==> src/rtl/counter_seq_pkg.sv <==
// Shared types for the counter sequencer: requester command codes and FSM states.
package counter_seq_pkg;

   typedef enum logic [1:0] {
      CMD_CLEAR = 2'b00,
      CMD_INC   = 2'b01,
      CMD_DEC   = 2'b10,
      CMD_LOAD  = 2'b11
   } cmd_e;

   typedef enum logic {
      ST_IDLE = 1'b0,
      ST_EXEC = 1'b1
   } state_e;

endpackage

==> src/rtl/counter_seq_prescaler.sv <==
// Free-running prescaler producing a non-accumulating autocount tick request
// (tick_pending) and a sticky overflow flag for ticks lost while one was pending.
module counter_seq_prescaler #(
   parameter int unsigned         DIV_W      = 24,
   parameter logic [DIV_W-1:0]    DIV_RELOAD = 24'h400000
) (
   input  logic clk,
   input  logic reset_n,
   input  logic auto_en,
   input  logic tick_clr,
   output logic tick_pending,
   output logic tick_ovf
);

   logic [DIV_W-1:0] div_q;
   logic             pend_q;
   logic             ovf_q;

   always_ff @(posedge clk) begin
      if (!reset_n) begin
         div_q  <= DIV_RELOAD;
         pend_q <= 1'b0;
         ovf_q  <= 1'b0;
      end else begin
         if (div_q == '0) begin
            div_q <= DIV_RELOAD;
         end else begin
            div_q <= div_q - DIV_W'(1);
         end

         if (!auto_en) begin
            pend_q <= 1'b0;
         end else if (div_q == '0) begin
            // A tick landing on the cycle its predecessor is consumed is not lost.
            pend_q <= 1'b1;
            if (pend_q && !tick_clr) begin
               ovf_q <= 1'b1;
            end
         end else if (tick_clr) begin
            pend_q <= 1'b0;
         end
      end
   end

   assign tick_pending = pend_q;
   assign tick_ovf     = ovf_q;

endmodule

==> src/rtl/counter_seq_arbiter.sv <==
// Round-robin sequencer sharing one counter between N_REQ requesters and an autocount tick.
// Define COUNTER_SEQ_SATURATE_EN to saturate INC/DEC at the range limits instead of wrapping.
module counter_seq_arbiter #(
   parameter int unsigned      N_REQ      = 3,
   parameter int unsigned      WIDTH      = 8,
   parameter int unsigned      DIV_W      = 24,
   parameter logic [DIV_W-1:0] DIV_RELOAD = 24'h400000
) (
   input  logic                   clk,
   input  logic                   reset_n,
   input  logic [N_REQ-1:0]       req,
   input  logic [2*N_REQ-1:0]     req_cmd,
   input  logic [WIDTH*N_REQ-1:0] req_data,
   output logic [N_REQ-1:0]       gnt,
   input  logic                   auto_en,
   input  logic                   hold,
   output logic [WIDTH-1:0]       count,
   output logic                   evt_zero,
   output logic                   evt_max,
   output logic                   evt_wrap,
   output logic                   tick_ovf
);

   import counter_seq_pkg::*;

   localparam int unsigned      IDX_W = (N_REQ > 1) ? $clog2(N_REQ) : 1;
   localparam logic [WIDTH-1:0] MAX   = '1;

   state_e           state_q;
   cmd_e             cmd_q;
   logic [WIDTH-1:0] data_q;
   logic [IDX_W-1:0] rr_q;
   logic [IDX_W-1:0] win_q;
   logic             from_tick_q;
   logic [N_REQ-1:0] gnt_q;
   logic [WIDTH-1:0] count_q;
   logic             evt_zero_q, evt_max_q, evt_wrap_q;

   logic             tick_pending;
   logic             tick_clr;
   logic             req_any;
   logic [IDX_W-1:0] win_idx;
   logic [IDX_W-1:0] cand;
   cmd_e             win_cmd;
   logic [WIDTH-1:0] win_data;

   // Round-robin search starting just after the last granted requester.
   always_comb begin
      req_any = 1'b0;
      win_idx = '0;
      cand    = '0;
      for (int unsigned i = 1; i <= N_REQ; i++) begin
         cand = IDX_W'((32'(rr_q) + i) % N_REQ);
         if (!req_any && req[cand]) begin
            req_any = 1'b1;
            win_idx = cand;
         end
      end
   end

   assign win_cmd  = cmd_e'(req_cmd[2*int'(win_idx) +: 2]);
   assign win_data = req_data[WIDTH*int'(win_idx) +: WIDTH];
   assign tick_clr = (state_q == ST_IDLE) && !hold && !req_any && tick_pending;

   logic [WIDTH-1:0] cnt_nxt;
   logic             wrap_nxt;
   logic             noop_nxt;

   always_comb begin
      cnt_nxt  = count_q;
      wrap_nxt = 1'b0;
      noop_nxt = 1'b0;
      unique case (cmd_q)
         CMD_CLEAR: cnt_nxt = '0;
         CMD_INC: begin
            if (count_q == MAX) begin
`ifdef COUNTER_SEQ_SATURATE_EN
               noop_nxt = 1'b1;
`else
               cnt_nxt  = '0;
               wrap_nxt = 1'b1;
`endif
            end else begin
               cnt_nxt = count_q + WIDTH'(1);
            end
         end
         CMD_DEC: begin
            if (count_q == '0) begin
`ifdef COUNTER_SEQ_SATURATE_EN
               noop_nxt = 1'b1;
`else
               cnt_nxt  = MAX;
               wrap_nxt = 1'b1;
`endif
            end else begin
               cnt_nxt = count_q - WIDTH'(1);
            end
         end
         CMD_LOAD: cnt_nxt = data_q;
      endcase
   end

   always_ff @(posedge clk) begin
      if (!reset_n) begin
         state_q     <= ST_IDLE;
         cmd_q       <= CMD_CLEAR;
         data_q      <= '0;
         rr_q        <= IDX_W'(N_REQ - 1);
         win_q       <= '0;
         from_tick_q <= 1'b0;
         gnt_q       <= '0;
         count_q     <= '0;
         evt_zero_q  <= 1'b0;
         evt_max_q   <= 1'b0;
         evt_wrap_q  <= 1'b0;
      end else begin
         gnt_q      <= '0;
         evt_zero_q <= 1'b0;
         evt_max_q  <= 1'b0;
         evt_wrap_q <= 1'b0;
         unique case (state_q)
            ST_IDLE: begin
               if (!hold && req_any) begin
                  state_q     <= ST_EXEC;
                  gnt_q       <= N_REQ'(1) << win_idx;
                  cmd_q       <= win_cmd;
                  data_q      <= win_data;
                  win_q       <= win_idx;
                  from_tick_q <= 1'b0;
               end else if (tick_clr) begin
                  state_q     <= ST_EXEC;
                  cmd_q       <= CMD_INC;
                  from_tick_q <= 1'b1;
               end
            end
            ST_EXEC: begin
               count_q    <= cnt_nxt;
               evt_zero_q <= (cnt_nxt == '0) && !noop_nxt;
               evt_max_q  <= (cnt_nxt == MAX) && !noop_nxt;
               evt_wrap_q <= wrap_nxt;
               if (!from_tick_q) begin
                  rr_q <= win_q;
               end
               state_q <= ST_IDLE;
            end
            default: state_q <= ST_IDLE;
         endcase
      end
   end

   counter_seq_prescaler #(
      .DIV_W      (DIV_W),
      .DIV_RELOAD (DIV_RELOAD)
   ) u_prescaler (
      .clk          (clk),
      .reset_n      (reset_n),
      .auto_en      (auto_en),
      .tick_clr     (tick_clr),
      .tick_pending (tick_pending),
      .tick_ovf     (tick_ovf)
   );

   assign gnt      = gnt_q;
   assign count    = count_q;
   assign evt_zero = evt_zero_q;
   assign evt_max  = evt_max_q;
   assign evt_wrap = evt_wrap_q;

endmodule

==> config.mk <==
export PLATFORM = sky130hd
export DESIGN_NAME = counter_seq_arbiter
export DESIGN_NICKNAME = d
export VERILOG_FILES = /design/src/rtl/counter_seq_pkg.sv /design/src/rtl/counter_seq_prescaler.sv /design/src/rtl/counter_seq_arbiter.sv
export SDC_FILE = /design/constraint.sdc
export NUM_CORES = 1
export LEC_CHECK = 0
export BUFFER_PORTS_ARGS = -buffer_cell sky130_fd_sc_hd__buf_2
export CORE_UTILIZATION = 45
export CTS_BUF_LIST = sky130_fd_sc_hd__clkbuf_16
export DETAILED_ROUTE_END_ITERATION = 8
export GPL_TIMING_DRIVEN = 0
export MAX_ROUTING_LAYER = met4
export PLACE_DENSITY_LB_ADDON = 0.15
export SLEW_MARGIN = 20
export SYNTH_ARGS = -nofsm -noshare
export SYNTH_HDL_FRONTEND = slang
export SYNTH_SLANG_ARGS = --single-unit
==> constraint.sdc <==
create_clock -name clk -period 5.23 [get_ports clk]
set_input_delay 0.523 -clock clk [delete_from_list [all_inputs] [get_ports clk]]
set_output_delay 0.523 -clock clk [all_outputs]
set_load 0.005 [all_outputs]
## After elaboration in Yosys (flattened, before gate mapping)

Index checks and enable logic that the tools add are counted.

| word-level totals | value |
|---|---|
| register bits after elaboration | 56 |
| output and inout bits | 15 |

| cells by class | value |
|---|---|
| multiplexer cells | 27 |
| bitwise logic cells | 4 |
| reduce and logical (&&, ||, !) cells | 26 |
| order comparisons | 3 |
| $add $sub $neg | 6 |
| shift-type cells | 3 |
| div/mod/pow operators | 3 |
| equality and inequality tests | 5 |

Operators with widths:

| operator | number |
|---|---|
| 32-bit by 2-bit remainder unit with 32-bit output (second input constant) | 3 |
| 8-bit case mux with 4 select lines | 1 |
| 24-bit logical NOT | 1 |
| 24-bit by 6-bit indexed part select with 8-bit output | 1 |
| 24-bit by 1-bit subtractor with 24-bit output (second input constant) | 1 |
| 8-bit == test (second input constant) | 2 |
| 8-bit logical NOT | 2 |
| 8-bit 2-to-1 mux | 2 |
| 1-bit 2-to-1 mux | 14 |
| 2-bit 2-to-1 mux | 5 |
| 2-bit AND reduction | 5 |
| 2-bit by 3-bit < comparator with 1-bit output (second input constant) | 3 |
| 8-bit by 1-bit adder with 8-bit output (second input constant) | 1 |
| 8-bit by 1-bit subtractor with 8-bit output (second input constant) | 1 |
| 1-bit logical AND | 7 |
| 2-bit by 2-bit adder with 3-bit output (second input constant) | 2 |
| 1-bit binary-select mux with 2-bit select | 3 |
| 6-bit by 4-bit indexed part select with 2-bit output | 1 |
| 1-bit logical NOT | 5 |
| 2-bit == test (second input constant) | 2 |
| 1-bit inverter | 4 |
| 1-bit case mux with 2 select lines | 2 |
| 2-bit nonzero test | 2 |
| 2-bit by 1-bit adder with 3-bit output (second input constant) | 1 |
| other kinds (6) | 6 |

## Logic depth before layout (Yosys ltp)

Gate-level depths: netlist of the first run.

| depth | value |
|---|---|
| word-level depth | 17 |
| mapped depth | 9 |
| gate-level depth less buffers | 8 |

## By module

A second synthesis of the first run with hierarchy kept.

| second synthesis, totals | value |
|---|---|
| cells, all modules | 357 |
| area, all modules | 3090.5 µm² |

Modules (own cells, without submodules):

| module | area each (µm²) | cells each | sequential area each (µm²) | instances |
|---|---|---|---|---|
| counter_seq_arbiter | 1885.6 | 233 | 600.6 | 1 |
| counter_seq_prescaler | 1204.9 | 124 | 520.5 | 1 |

## Worst setup path after synthesis of the first run

No wires, ideal clock.

| path | value |
|---|---|
| path kind | register to register |
| from | reg rr_q[0] |
| to | reg data_q[1] |
| data arrival time | 2.052 ns |
| slack | 3.044 ns |
| stages on the path, launching flop included | 9 |
| setup time | 0.134 ns |
| clock period less this slack | 2.186 ns |
| data required time | 5.096 ns |
| cell sequence | dfxtp_1 > inv_1 > ha_1 > maj3_1 > o221ai_1 > buf_2 > mux2_2 > mux2i_1 > o22ai_1 |

| between the ends | value |
|---|---|
| cells in the longest elaborated chain, start to end | 13 |
| elaborated cells on any way between the ends | 25 |
| classes of those cells | 3 x add/sub; 3 x div; 1 x shift; 12 x mux; 6 x reduce/logical |

RTL lines:

| what | line | source |
|---|---|---|
| from (decl) | counter_seq_arbiter.sv:32 | `logic [IDX_W-1:0] rr_q;` |
| from (signal assigned) | counter_seq_arbiter.sv:108 | `rr_q <= IDX_W'(N_REQ - 1);` |
| from (signal assigned) | counter_seq_arbiter.sv:142 | `rr_q <= win_q;` |
| branches (longest 13 deep; another with 32-bit by 2-bit remainder unit with 32-bit output) | - |  |
| to (signal assigned) | counter_seq_arbiter.sv:127 | `data_q <= win_data;` |
| to (decl) | counter_seq_arbiter.sv:31 | `logic [WIDTH-1:0] data_q;` |

Parallel ways; which one is timed is not known. The select of a mux whose other input is x is not followed.
A chain may end at the register's enable or synchronous reset.

## Final worst setup path of the first run

Ends and elaborated chain as after synthesis.

==> results of run 1 <==
[kinds of logic (layout without fill, tap and decap cells)]
group / Yosys count / in the layout / share of synthesized area, %
and+or+nand+nor: 143 / 143 / 24.0
adders and majority gates: 12 / 12 / 4.84
muxes: 24 / 24 / 8.47
DFF: 56 / 56 / 37.4
xor gates and xnor gates: 26 / 26 / 7.59
buffers and inverters: 34 / 93 / 4.46
AOI/OAI and AO/OA: 60 / 60 / 13.3
[per-stage QoR]
stage	util, %	hold slack, ns	total power, uW
finish	55.1	0.464	1420
global route	55.1	0.484	1520
CTS	55.1	0.468	1430
detailed placement	52.5	0.452	1050
global placement	52.5	0.442	1040
floorplan	-	0.426	958
[registers in the layout, summed over array words and instances (netlist names)]
register,flops
u_prescaler.div_q,24
count,8
data_q,8
gnt,3
cmd_q,2
rr_q,2
win_q,2
evt_max,1
evt_wrap,1
evt_zero,1
from_tick_q,1
state_q,1
u_prescaler.tick_ovf,1
u_prescaler.tick_pending,1
[synthesized netlist by cell type, drive strengths merged, types with 4 or more instances]
cell    instances  area (um2)
dfxtp          56        1120
nor2           48         183
nand2          35         134
inv            17        63.8
xnor2          16         140
a21oi          15        75.1
mux2i          13         130
nand2b         12        75.1
clkbuf         11        41.3
mux2           11         124
nand3          11        55.1
ha             10         125
o22ai          10        62.6
xor2           10        87.6
o21ai           9        45.0
nor3            8        40.0
nor4            7        73.8
buf             6        28.8
o211ai          5        37.5
nand3b          4        30.0
nor3b           4        30.0
[power groups by stage]
| stage | registers [uW] | logic [uW] | clock network, uW |
|---|---|---|---|
| 2_1_floorplan | 590 | 368 | 0 |
| 3_3_place_gp | 602 | 439 | 0 |
| 3_5_place_dp | 605 | 449 | 0 |
| 4_1_cts | 597 | 452 | 386 |
| 5_1_grt | 611 | 512 | 402 |
| 6_report | 597 | 448 | 372 |
[worst max path at each step]
stage	slack [ns]	cells past startpoint	to	from
6_report	2.53	8	data_q[1]	rr_q[0]
5_1_grt	2.34	8	data_q[3]	rr_q[0]
4_1_cts	2.52	8	data_q[1]	rr_q[0]
3_5_place_dp	2.53	8	data_q[1]	rr_q[0]
3_3_place_gp	2.59	8	data_q[1]	req[0]
2_1_floorplan	3.04	8	data_q[1]	rr_q[0]
[worst register-to-register path: cells and delay by family, from the launching register on]
kind	cells	cell delay (ns)
adder cells (fa/ha/maj)	2	0.63
AO/OA/AOI/OAI	2	0.58
multiplexers	2	0.56
buffers and inverters	2	0.43
flip-flops	1	0.36
[final cells by class]
type                       instances  area (um2)  share of cell area, %
tap                               77        96.3                   2.74
inverter                          17        63.8                   1.81
sequential                        56        1120                   31.9
multi-input combinational        265        1740                   49.6
buffer                            17        70.1                   1.99
timing repair buffer              51         255                   7.25
clock buffer                       5         125                   3.56
clock inverter                     3        42.5                   1.21
[per-layer routing]
layer	global-route usage (%)	vias to the layer above	wire length (um)
met1	27.0	1212	3190
met2	31.0	78	2960
met3	3.46	4	304
li1	-	1349	-
met5	-	-	0
met4	7.09	0	41
==> impl_metrics.tcl, run 1 <==
set metrics [dict create \
    path_max_fanout 10 \
    hold_buffers 0 \
    grt_max_degree 18 \
    hp-class "reg -> reg" \
    dp_hpwl_um 4930 \
    wl_per_cell_um 13.2 \
    critical_path_class "reg -> reg" \
    drtIter0Drc 265 \
    outcome "complete, no violations" \
    grt.total_usage_pct 20.2 \
    clkPwrFrac_pct 26.2 \
    skew_ns 0.00672 \
    portBuffers 51 \
    post-place-ws_ns 2.53 \
    die-area_um2 6990 \
    cts_tree "done" \
    cts_resized 0 \
    root_buffer "clkbuf_16" \
    num_vias 2643 \
    finalSetupTns_ns 0 \
    cts_setup_buffers 0 \
    dp.cells 483 \
    period_share_pct 51.6 \
    max_stage_delay_ns 0.48 \
    h-tree-depth 2 \
    syn_area_per_cell_um2 8.45 \
    clk_pin_slew_ns 0.07 \
    initial_core_util_pct 47.0 \
    clk_latency_ns 0.29 \
    gp_congestion 0.905 \
    post-route-min-period_ns 2.70 \
    hold-path-endpoint "u_prescaler.div_q[0]" \
    pin_count 52 \
    cp_slowest_cell "o221ai_1" \
    dr.pass1.iters 4 \
    cp-start-kind "flip-flop" \
    drv_slew 0 \
    yosysUniqueCellTypes 50 \
    pwr-share-seq_pct 42.1 \
    drt_drc_violations_left 0 \
    area_growth_pct 17.3 \
    switching_share_pct 32.6 \
    reg2reg_from "rr_q[0]" \
    setup_viol_count_final 0 \
    fmax_mhz 371 \
    fin_cells 491 \
    ff2ff_setup_slack_ns 2.53 \
    netlist_area_um2 3000 \
    synth_nets 402 \
    cts.sink_count 56 \
    r2r-end "data_q[1]" \
    maxCapViolCount 0 \
    wirelength_um 6490 \
    overflow 0 \
    ys_async_sr_fraction_pct 0 \
    p_per_area_nw_per_um2 403 \
    vdd_ir_drop_max_v 0.000283 \
    vias_per_cell 5.38 \
    p_int_uw 955 \
    ff2ff_path_depth 8 \
    die_w_um 83.6 \
    leakagePower_uw 0.00145 \
    antennaDiodeCount 0 \
    grt_pass1_wl_um 11400 \
    crit_chain "inv_1 -> ha_1 -> maj3_1 -> o221ai_1 -> buf_2 -> mux2_2 -> mux2i_1 -> o22ai_1" \
    cts.path.max_buffers 2 \
    slew_headroom_pct 54.1 \
    first_global_vias 2494 \
    grt_antenna_before_repair 0 \
    hold_depth 1 \
    ant_nets 0 \
    fill_cells 627 \
    rows 29 \
    rsz0062_at_grt "false" \
    cts_made_buffers 5 \
    hp-start "u_prescaler.div_q[0]" \
    fp.coreArea_um2 6390 \
    power.switching_uw 463 \
    synth_warnings 0 \
    synthFlopType "dfxtp_1" \
    hold_viol_final 0 \
    worstPathArrival_ns 2.85 \
    dpl-instance-area_um2 3350 \
    final_area_um2 3520 \
    seq_area_frac_synth_pct 37.4 \
    critPathRequiredTime_ns 5.38 \
    crit_buf_inv 2 \
    setup_slack_ns 2.53 \
    layout-drive-gt1-share_pct 19.8 \
    ys_ff_latch 56 \
    nets 460 \
    worstSetupEndpointType "flip-flop" \
    synth_edf_count 0 \
    p_comb_share_pct 31.6 \
    chipHeight_um 83.6 \
    syn_inst 355 \
    worst_path_dominant_cell_family "adder cells" \
    final_cell_mix "56 x buf_2, 56 x dfxtp_1, 47 x nor2_1" \
    tightest_slew_ns 0.689 \
]
No activity file was read; power rests on OpenSTA's default activity.
==> run 2: changes to the inputs <==
--- a/config.mk
+++ b/config.mk
@@ -5,6 +5,7 @@
 export SDC_FILE = /design/constraint.sdc
 export NUM_CORES = 1
 export LEC_CHECK = 0
+export ABC_AREA = 1
 export BUFFER_PORTS_ARGS = -buffer_cell sky130_fd_sc_hd__buf_2
 export CORE_UTILIZATION = 45
 export CTS_BUF_LIST = sky130_fd_sc_hd__clkbuf_16
==> constraint.sdc (replaced) <==
create_clock -name clk -period 2.65 [get_ports clk]
set_input_delay 0.265 -clock clk [delete_from_list [all_inputs] [get_ports clk]]
set_output_delay 0.265 -clock clk [all_outputs]
set_load 0.005 [all_outputs]
==> impl_metrics.tcl, run 2 <==
set metrics [dict create \
    num_vias 3475 \
    largest_register_ffs 24 \
    antennaDiodeCount 0 \
    ant_nets 0 \
    p_int_uw 1900 \
    grt_antenna_before_repair 0 \
    cts_made_buffers 5 \
    grt_pass1_wl_um 14100 \
    skew_ns 0.00493 \
    power.switching_uw 1330 \
    drv_slew 0 \
    tightest_slew_ns 0.492 \
    root_buffer "clkbuf_16" \
    p_per_area_nw_per_um2 789 \
    hold_buffers 0 \
    hp-class "in -> reg" \
    nets 650 \
    syn_area_per_cell_um2 6.56 \
    dr.pass1.iters 5 \
    final_cell_mix "106 x nand2_1, 79 x inv_1, 65 x nor2_1" \
    vdd_ir_drop_max_v 0.000307 \
    cts_resized 0 \
    multi_input_area_um2 2000 \
    h-tree-depth 2 \
    layout-drive-gt1-share_pct 20.7 \
    leakagePower_uw 0.00207 \
    rows 32 \
    max_stage_delay_ns 0.35 \
    chipHeight_um 91.1 \
    post-route-min-period_ns 2.02 \
    area_growth_pct 14.7 \
    setup_viol_count_final 0 \
    worst_path_dominant_cell_family "simple AND/OR/NAND/NOR gates" \
    vias_per_cell 4.92 \
    pin_count 52 \
    synth_edf_count 0 \
    synth_nets 592 \
    yosysTopAreaCellShare_pct 31.4 \
    top_register "u_prescaler.div_q" \
    yosysTopAreaCell "dfxtp_1" \
    ys_async_sr_fraction_pct 0 \
    cp-start-kind "flip-flop" \
    period_share_pct 76.3 \
    wl_per_cell_um 11.6 \
    clkPwrFrac_pct 20.4 \
    grt_max_degree 18 \
    ys_ff_latch 56 \
    rsz0062_at_grt "false" \
    worstSetupEndpointType "flip-flop" \
    crit_buf_inv 4 \
    yosysUniqueCellTypes 37 \
    fill_cells 802 \
    maxCapViolCount 0 \
    layout.cells.most_common "nand2_1" \
    synth.area.top_cells "dfxtp_1 31%, nand2_1 11%, inv_1 8.3%, nand3_1 7.4%, nor2_1 6.8%" \
    finalPower_uw 3230 \
    syn_inst 545 \
    clk_latency_ns 0.29 \
    cts.path.max_buffers 2 \
    synth_warnings 0 \
    worstPathArrival_ns 2.21 \
    netlist_area_um2 3570 \
    initial_core_util_pct 46.5 \
    portBuffers 51 \
    finalSetupTns_ns 0 \
    cts_tree "done" \
    pwr-share-seq_pct 35.7 \
    outcome "complete, no violations" \
    gp_congestion 0.916 \
    grt.total_usage_pct 21.2 \
    synthFlopType "dfxtp_1" \
    die-area_um2 8300 \
    fp.coreArea_um2 7690 \
    clk_pin_slew_ns 0.07 \
    ff_latch_area_um2 1120 \
    hold_viol_final 0 \
    p_comb_share_pct 43.9 \
    seq_area_frac_synth_pct 31.4 \
    path_max_fanout 10 \
    critPathRequiredTime_ns 2.83 \
    first_global_vias 3057 \
    drt_drc_violations_left 0 \
    cp_slowest_cell "dfxtp_1" \
    crit_top_cell "nand2_2" \
    overflow 0 \
    yosys.cell_count.top_type "nand2_1" \
    critical_path_class "reg -> reg" \
    slew_headroom_pct 67.2 \
    crit_chain "inv_1 -> ha_1 -> buf_4 -> inv_2 -> nand3_1 -> nand2_1 -> nand2_2 -> nor2_2 -> nand2_2 -> nand2_2 -> buf_6 -> nand2_2 -> nand3_2 -> nand3_2" \
    cts.sink_count 56 \
    cts_setup_buffers 0 \
    synth.top_cells.by_count "106 x nand2_1, 79 x inv_1, 65 x nor2_1, 56 x dfxtp_1, 53 x nand3_1" \
    drtIter0Drc 162 \
    die_w_um 91.1 \
    fmax_mhz 494 \
    dp_hpwl_um 6280 \
    switching_share_pct 41.3 \
    wirelength_um 8180 \
]
[run 2: power by group through the flow]
stage	Combinational, uW	Sequential (uW)	Clock (uW)
after floorplan	1150	1140	0
after global placement	1390	1160	0
after detailed placement	1410	1170	0
after CTS	1420	1150	677
after global routing	1640	1180	713
final	1420	1150	659
[run 2: path summary, 6_finish.rpt]
check | startpoint | endpoint | slack (ns) | cells past startpoint
setup / recovery | rr_q[0] | cmd_q[1] | 0.63 | 14
hold / removal | req_cmd[5] | cmd_q[1] | 0.18 | 3
setup reg to reg | rr_q[0] | cmd_q[1] | 0.63 | 14
hold reg to reg | u_prescaler.div_q[0] | u_prescaler.div_q[0] | 0.43 | 1
[run 2: logic make-up after synthesis]
| group | after synthesis | synth area share (%) |
|---|---|---|
| simple gates | 285 | 37.5 |
| buf+inv | 107 | 12.6 |
| compound gates | 74 | 11.8 |
| flops | 56 | 31.4 |
| xor+xnor | 13 | 3.19 |
| fa+ha+maj | 10 | 3.50 |
[run 2: routing by layer]
layer / share of wire, % / wire length [um] / GRT usage [%] / vias to the layer above
met5: 0 / 0 / - / -
met4: 1.1 / 90 / 4.76 / 0
met3: 4.6 / 373 / 2.68 / 8
met2: 43 / 3480 / 31.6 / 98
met1: 52 / 4230 / 30.4 / 1525
li1: - / - / - / 1844
[run 2: metrics by stage]
stage	setup slack (ns)	instances	instance area [um2]	hold slack (ns)	utilization (%)
2_1_floorplan	0.824	545	3570	0.384	-
3_3_place_gp	0.665	698	3960	0.425	51.5
3_5_place_dp	0.625	698	3960	0.425	51.5
4_1_cts	0.615	706	4100	0.178	53.3
5_1_grt	0.404	706	4100	0.191	53.3
6_report	0.627	706	4100	0.182	53.3
[run 2: layout make-up]
| type | instances | area share [%] |
|---|---|---|
| Sequential cell | 56 | 27.3 |
| Multi-Input combinational cell | 382 | 48.8 |
| Tap cell | 102 | 3.11 |
| Inverter | 88 | 8.42 |
| Clock buffer | 5 | 3.05 |
| Buffer | 19 | 2.59 |
| Clock inverter | 3 | 0.427 |
| Timing Repair Buffer | 51 | 6.23 |
[run 2: worst register-to-register path, delay by kind of cell (launching register included)]
kind	cells	cell delay, ns
buf+inv	4	0.43
simple gates	9	0.85
fa+ha+maj	1	0.28
flops	1	0.35
==> run 3: changes to the inputs <==
==> constraint.sdc (replaced) <==
create_clock -name clk -period 1.74 [get_ports clk]
set_input_delay 0.174 -clock clk [delete_from_list [all_inputs] [get_ports clk]]
set_output_delay 0.174 -clock clk [all_outputs]
set_load 0.005 [all_outputs]
==> impl_metrics.tcl, run 3 (synthesis results as in run 2) <==
set metrics [dict create \
    outcome "finished with violations" \
    violations "setup timing" \
    rows 32 \
    dr.pass1.iters 4 \
    drv_slew 0 \
    dpl-instance-area_um2 4000 \
    final_cell_mix "96 x nand2_1, 68 x inv_1, 55 x nor2_1" \
    p_per_area_nw_per_um2 1170 \
    top_register "u_prescaler.div_q" \
    cts_made_buffers 5 \
    grt-busiest-layer "met2" \
    hold_buffers 0 \
    hp-class "in -> reg" \
    ant_nets 0 \
    num_vias 3640 \
    crit_top_cell "nand2_4" \
    utilization_pct 63.0 \
    die_w_um 91.1 \
    cp_slowest_cell "dfxtp_4" \
    period_share_pct 106 \
    drtIter0Drc 232 \
    chipHeight_um 91.1 \
    worstSetupEndpointType "flip-flop" \
    hold_viol_final 0 \
    rsz0062_at_grt "true" \
    first_global_vias 3212 \
    setup_viol_count_final 12 \
    setup_slack_ns -0.0986 \
    leakagePower_uw 0.00232 \
    skew_ns 0.00639 \
    cts.path.max_buffers 2 \
    post-route-min-period_ns 1.84 \
    layout-drive-gt1-share_pct 35.5 \
    gp_congestion 0.911 \
    nets 672 \
    crit_chain "inv_2 -> ha_4 -> inv_4 -> nand2_2 -> nand3_2 -> nand2_4 -> nand2_4 -> nor2_4 -> nand2_2 -> nand2_4 -> buf_12 -> inv_12 -> nand3_4 -> a21oi_2" \
    fmax_mhz 544 \
    critPathRequiredTime_ns 1.93 \
    root_buffer "clkbuf_16" \
    maxCapViolCount 0 \
    cp-start-kind "flip-flop" \
    clk_pin_slew_ns 0.08 \
    grt_antenna_before_repair 0 \
    max_stage_delay_ns 0.36 \
    wl_per_cell_um 13.3 \
    overflow 0 \
    worstPathArrival_ns 2.03 \
    wirelength_um 9650 \
    grt_max_degree 18 \
    cts_tree "done" \
    dp_hpwl_um 6490 \
    worst_path_dominant_cell_family "simple AND/OR/NAND/NOR gates" \
    vdd_ir_drop_max_v 0.000592 \
    area_growth_pct 35.5 \
    cts.sink_count 56 \
    tightest_slew_ns 0.754 \
    pin_count 52 \
    final_area_um2 4840 \
    portBuffers 51 \
    largest_register_ffs 24 \
    post-place-ws_ns -0.221 \
    clk_latency_ns 0.30 \
    grt.met2_usage_pct 35.5 \
    initial_core_util_pct 46.5 \
    drt_drc_violations_left 0 \
    slew_headroom_pct 49.6 \
    crit_buf_inv 4 \
    layout.cells.most_common "nand2_1" \
    antennaDiodeCount 0 \
    critical_path_class "reg -> reg" \
    die-area_um2 8300 \
    fp.coreArea_um2 7690 \
    h-tree-depth 2 \
    use_met1_pct 32.1 \
    path_max_fanout 9 \
    grt.total_usage_pct 23.1 \
    grt_pass1_wl_um 15100 \
    grt_use_met3_pct 3.52 \
    vias_per_cell 5.00 \
]
-- run 3: cell types whose count changed in the layout (fill, tap and decap cells not counted), sizes merged --
cell / delta
buf: +21
inv: +2
clkbuf: +1
clkinv: -1
bufinv: -1
-- run 3: layout make-up --
class / count / area (um2)
clock buffer: 5 / 125
timing repair buffer: 75 / 504
buffer: 17 / 141
sequential: 56 / 1130
fill: 672 / 2850
inverter: 88 / 360
clock inverter: 3 / 17.5
multi-input combinational: 382 / 2430
tap: 102 / 128
-- run 3: report_power, final --
group	switching, uW	leakage [uW]	internal (uW)
combinational	1680	0.00178	1160
sequential	225	0.000461	1550
clock	491	0.0000754	534
total	2390	0.00232	3250
-- run 3: timing repair --
item / 4_1_cts / 5_1_grt
pin swaps: 14 / 37
endpoints found under the setup margin: 23 / 48
setup buffers: 12 / 9
gates cloned: 2 / 1
resized for setup: 41 / 97
-- run 3: path summary, 6_finish.rpt --
kind | startpoint | endpoint | slack [ns] | cells after the start
setup reg to reg | rr_q[0] | data_q[2] | -0.1 | 14
setup / recovery | rr_q[0] | data_q[2] | -0.1 | 14
hold reg to reg | u_prescaler.div_q[0] | u_prescaler.div_q[0] | 0.41 | 1
hold / removal | req_cmd[5] | cmd_q[1] | 0.11 | 3
-- run 3: metrics by stage --
stage               total power, uW  hold slack (ns)  TNS (ns)  cells
floorplan                      3520            0.293    -0.198    545
detailed placement             3970            0.393     -2.87    698
finish                         5640            0.109    -0.851    728
CTS                            5250           0.0826     -1.61    719
global placement               3930            0.402     -2.55    698
global route                   6090            0.117     -2.34    728
-- run 3: routing by layer --
layer	up-vias	share of wire, %
met1	1634	47
met5	-	0
li1	1890	-
met4	0	0.81
met3	6	4.5
met2	110	48
-- run 3: tightest hold or removal path, delay by kind of cell --
family / cells / cell delay [ns]
and+or+nand+nor: 2 / 0.13
buffers and inverters: 1 / 0.07
